$ cat config.mk
export PLATFORM = sky130hd
export DESIGN_NAME = pipeline_stall_ctrl
export DESIGN_NICKNAME = d
export VERILOG_FILES = /design/src/rtl/pipeline_stall_ctrl_pkg.sv /design/src/rtl/pipeline_stall_ctrl_sat_counter.sv /design/src/rtl/pipeline_stall_ctrl.sv
export SDC_FILE = /design/constraint.sdc
export NUM_CORES = 1
export LEC_CHECK = 0
export ABC_CLOCK_PERIOD_IN_PS = 3640
export CAP_MARGIN = 20
export CORE_AREA = 2 2 80 67
export CTS_CLUSTER_SIZE = 10
export DETAILED_ROUTE_END_ITERATION = 7
export DIE_AREA = 0 0 82 69
export PLACE_DENSITY = 0.83
export SLEW_MARGIN = 20
export SYNTH_ARGS = -nofsm -noshare
export SYNTH_HDL_FRONTEND = slang
export SYNTH_SLANG_ARGS = --single-unit
$ cat constraint.sdc
create_clock -name clk -period 3.64 [get_ports clk]
set_clock_uncertainty 0.15 [all_clocks]
set_input_delay 0.728 -clock clk [delete_from_list [all_inputs] [get_ports clk]]
set_output_delay 0.728 -clock clk [all_outputs]
set_load 0.005 [all_outputs]
$ cat src/rtl/pipeline_stall_ctrl_pkg.sv
// Shared encodings and the register-match helper for the hazard/stall sequencer.
package pipeline_stall_ctrl_pkg;
  localparam int REG_W = 5;
  localparam logic [REG_W-1:0] REG_ZERO = 5'd0;

  typedef enum logic [1:0] {
    ST_RUN = 2'd0,
    ST_HAZ = 2'd1,
    ST_FRZ = 2'd2
  } state_t;

  // Register 0 is hardwired, so a write to it can never create a dependency.
  function automatic logic reg_match(input logic [REG_W-1:0] r,
                                     input logic [REG_W-1:0] rs,
                                     input logic [REG_W-1:0] rt,
                                     input logic             uses_rt);
    return (r != REG_ZERO) && ((r == rs) || (uses_rt && (r == rt)));
  endfunction
endpackage

$ cat src/rtl/pipeline_stall_ctrl_sat_counter.sv
// Saturating up-counter with synchronous clear; sticks at MAX instead of wrapping.
module sat_counter #(
  parameter int           W   = 16,
  parameter logic [W-1:0] MAX = '1
) (
  input  logic         clk,
  input  logic         rst,
  input  logic         inc,
  input  logic         clear,
  output logic [W-1:0] cnt
);
  always_ff @(posedge clk or posedge rst) begin
    if (rst)                      cnt <= '0;
    else if (clear)               cnt <= '0;
    else if (inc && (cnt != MAX)) cnt <= cnt + W'(1);
  end
endmodule

$ cat src/rtl/pipeline_stall_ctrl.sv
// Hazard/stall sequencer: combinational pipeline-register enables, flush and bubble,
// plus a registered status FSM, freeze watchdog and saturating stall statistics.
module pipeline_stall_ctrl
  import pipeline_stall_ctrl_pkg::*;
#(
  parameter int TIMEOUT = 1023,
  parameter int CNT_W   = 16
) (
  input  logic             clk,
  input  logic             rst,
  input  logic [REG_W-1:0] id_rs,
  input  logic [REG_W-1:0] id_rt,
  input  logic             id_uses_rt,
  input  logic             id_br_use,
  input  logic             ex_memread,
  input  logic             ex_regwrite,
  input  logic [REG_W-1:0] ex_rd,
  input  logic             mem_memread,
  input  logic [REG_W-1:0] mem_rd,
  input  logic             redirect,
  input  logic             icache_stall,
  input  logic             dcache_stall,
  output logic             pc_we,
  output logic             ifid_we,
  output logic             ifid_flush,
  output logic             idex_we,
  output logic             idex_bubble,
  output logic             exmem_we,
  output logic             memwb_we,
  output logic [1:0]       state,
  output logic             timeout_err,
  output logic [CNT_W-1:0] haz_cnt,
  output logic [CNT_W-1:0] frz_cnt
);
  localparam int WD_W = $clog2(TIMEOUT + 1);

  logic ld_use, br_ex, br_mem, haz, frz;
  logic [WD_W-1:0] wd_cnt;
  state_t cur_state, nxt_state;

  assign ld_use = ex_memread && reg_match(ex_rd, id_rs, id_rt, id_uses_rt);
  assign br_ex  = id_br_use && ex_regwrite && reg_match(ex_rd, id_rs, id_rt, id_uses_rt);
  assign br_mem = id_br_use && mem_memread && reg_match(mem_rd, id_rs, id_rt, id_uses_rt);
  assign haz    = ld_use | br_ex | br_mem;
  assign frz    = icache_stall | dcache_stall;

  always_ff @(posedge clk or posedge rst) begin
    if (rst) cur_state <= ST_RUN;
    else     cur_state <= nxt_state;
  end

  // The FSM is status only; the enables below never look at it.
  always_comb begin
    nxt_state = ST_RUN;
    if (frz)      nxt_state = ST_FRZ;
    else if (haz) nxt_state = ST_HAZ;
  end

  assign state = cur_state;

  always_comb begin
    pc_we       = 1'b1;
    ifid_we     = 1'b1;
    ifid_flush  = 1'b0;
    idex_we     = 1'b1;
    idex_bubble = 1'b0;
    exmem_we    = 1'b1;
    memwb_we    = 1'b1;
    if (rst) begin
      ifid_flush = 1'b0;
    end else if (frz) begin
      pc_we    = 1'b0;
      ifid_we  = 1'b0;
      idex_we  = 1'b0;
      exmem_we = 1'b0;
      memwb_we = 1'b0;
    end else if (haz) begin
      // Operands are stale, so the redirect cannot be trusted yet: no flush.
      pc_we       = 1'b0;
      ifid_we     = 1'b0;
      idex_bubble = 1'b1;
    end else begin
      ifid_flush = redirect;
    end
  end

  sat_counter #(.W(CNT_W)) u_haz_cnt (
    .clk(clk), .rst(rst), .inc(haz && !frz), .clear(1'b0), .cnt(haz_cnt)
  );

  sat_counter #(.W(CNT_W)) u_frz_cnt (
    .clk(clk), .rst(rst), .inc(frz), .clear(1'b0), .cnt(frz_cnt)
  );

  sat_counter #(.W(WD_W), .MAX(WD_W'(TIMEOUT))) u_watchdog (
    .clk(clk), .rst(rst), .inc(frz), .clear(!frz), .cnt(wd_cnt)
  );

  // Set on the same edge that brings the watchdog up to TIMEOUT.
  always_ff @(posedge clk or posedge rst) begin
    if (rst)                                        timeout_err <= 1'b0;
    else if (frz && (wd_cnt >= WD_W'(TIMEOUT - 1))) timeout_err <= 1'b1;
  end
endmodule

==> flow_summary.toml <==
[sta]
final-hold-violation-count = 0
grt_setup_unrepaired = "yes"
clock.fmax_ghz = 0.276
fin_crit_ns = 3.62
final.setup.tns_ns = 0
fin_crit_sh_pct = 99.5
tightest_slew_ns = 0.585
setup_violations = 0
finalMaxSlewViolations = 0
worst_slew_margin_rel_pct = 60.6

[clock_tree]
cts_buffers = 5
cts_tree = "yes"
clock_tree.buffer_depth = 2
cts.clk_slew.worst_paths_ns = 0.08
cts_root_buf = "clkbuf_8"
clock_latency_ns = 0.30
cts_max_level = 2
cts.sinks = 45

[cells_and_area]
final_cell_mix = "clkdlybuf4s50_1 (65), dfrtp_1 (45), xnor2_1 (37)"
drive_above_1_share_pct = 9.90
final_common_cell = "clkdlybuf4s50_1"
syn_to_final_growth_pct = 39.5
utilization_pct = 68.8
fin_nets = 347
n_antenna_cell = 0

[place]
dpl.hpwl_um = 4440
gp_congestion = 0.951
port_buffers = 71

[yosys]
netlist_instances = 229
synth_edf_count = 0
syn_avg_cell_area_um2 = 10.4
yosysWarnings = 0
synth_cell_type_count = 36
ys_seq_area_share_pct = 47.2
ys_ff_latch = 45
syn_nets = 263
synth_ff_type = "dfrtp_1"
synth_area_um2 = 2380
ys_async_sr_fraction_pct = 100

[floorplan]
die_area_um2 = 5660
initial_core_util_pct = 49.3
die_x_um = 82
io_pins = 72
coreArea_um2 = 4830
fp-row-count = 23
die_h_um = 69

[pwr]
p_leak_nw = 1.48
ir_worst_vdd_v = 0.000345
power_density_nw_per_um2 = 414

[route]
ant_nets = 0
drt_iter0_markers = 114
vias = 1985
drcViolationCount = 0
vias_per_cell = 5.29
drt_wl_total_um = 5830
drt_pass1_iterations = 4
drt-wirelength-per-cell_um = 15.5

[flow_run]
drv_cap = 0

[worst_hold_path]
hold_depth = 1
min-delay-start = "u_haz_cnt.cnt[7]$_DFFE_PP0P_"
hold_class = "reg2reg"

[setup_path]
reg2reg_from = "u_haz_cnt.cnt[10]$_DFFE_PP0P_"
cp.required_ns = 2.76
end_kind = "output port"
r2r_cells = 8
critPathKind = "in2out"
worstPathArrival_ns = 2.74
startpoint_type = "input pin"
critPathLaunch = "mem_rd[2]"
worstPathMaxFanout = 2

[status]
outcome = "finished, final reports clean"

[grt]
grt_pass1_vias = 1962
grt_util_all_layers_pct = 22.5
antenna_found_initial = 0
grt-ovfl-total = 0
grt_pass1_wl_um = 9720
grt_max_degree = 46
==> registers in the layout, indices dropped and copies added (netlist names) <==
name	flops
u_watchdog.cnt	10
timeout_err	1
u_haz_cnt.cnt	16
state	2
u_frz_cnt.cnt	16
==> layer usage <==
layer	vias to the layer above	track usage [%]	wire, um
li1	955	-	-
met1	953	31.4	2630
met2	63	33.6	2800
met3	14	5.89	262
met4	0	7.96	141
met5	-	0	0
==> power by group <==
part	internal (mW)	total [mW]	switching, mW
Clock	0.150	0.314	0.164
Sequential	0.575	0.678	0.102
Combinational	0.239	0.385	0.146
Total	0.964	1.38	0.412
==> path summary, 6_finish.rpt <==
path / slack (ns) / end
max: 0.02 / ifid_flush
min: 0.34 / u_haz_cnt.cnt[7]$_DFFE_PP0P_
max reg2reg: 1.51 / u_haz_cnt.cnt[3]$_DFFE_PP0P_
min reg2reg: 0.34 / u_haz_cnt.cnt[7]$_DFFE_PP0P_
max in group asynchronous: 2.06 / state[1]$_DFF_PP0_
min in group asynchronous: 0.90 / u_watchdog.cnt[2]$_DFFE_PP0P_
==> critical path: stages <==
cell             delay [ns]
clkdlybuf4s50_1        0.41
or3_1                  0.36
o311a_1                0.40
a22oi_4                0.15
nand2_2                0.10
buf_4                  0.15
nor3b_1                0.18
dlygate4sd2_1          0.26
==> cells in the mapped netlist (all sizes together) (2+ instances only) <==
cell	instances	area [um2]
a31oi	3	18.8
or3	2	12.5
ha	4	50.1
xnor2	38	333
a211oi	2	15.0
o22ai	2	32.5
nor3	4	25.0
nand4	8	50.1
buf	4	33.8
nor2	20	75.1
inv	3	11.3
xor2	15	131
dfrtp	45	1130
and3	12	75.1
and2	3	18.8
mux2	4	48.8
o21ai	2	10.0
nand2	24	90.1
and4	5	43.8
nand3	14	70.1
a21oi	4	20.0
==> metrics by stage <==
step	cells	power, mW	hold WS (ns)	cell area [um2]	setup WS, ns
global route	375	1.46	0.366	3330	-0.0197
floorplan	229	0.842	0.316	2380	0.594
finish	375	1.38	0.343	3330	0.0177
detailed placement	366	1.07	0.326	3200	-0.0795
CTS	373	1.38	0.340	3300	0.00997
global placement	366	1.05	0.303	3200	-0.0348
==> timing repair <==
action,4_1_cts,5_1_grt
gates resized for setup,5,5
setup buffers,0,2
pin swaps,3,4
setup endpoints to repair,2,2
hold buffers,0,0
==> cells by family (layout without fill, tap and decap cells) <==
group,Yosys count,after routing,synth area share [%]
mux,4,4,2.05
xor+xnor,53,53,19.5
compound gates,19,19,6.82
fa+ha+maj,4,4,2.10
flops,45,45,47.2
simple gates,95,95,20.1
buf+inv,9,93,2.20
==> final cells by class <==
type	instances	area (um2)
Fill cell	359	1510
Multi-Input combinational cell	175	1220
Sequential cell	45	1130
Timing Repair Buffer	82	793
Clock buffer	6	82.6
Tap cell	62	77.6
Inverter	4	15.0
Clock inverter	1	7.51
Note: power is estimated with default switching activity, not from simulation.
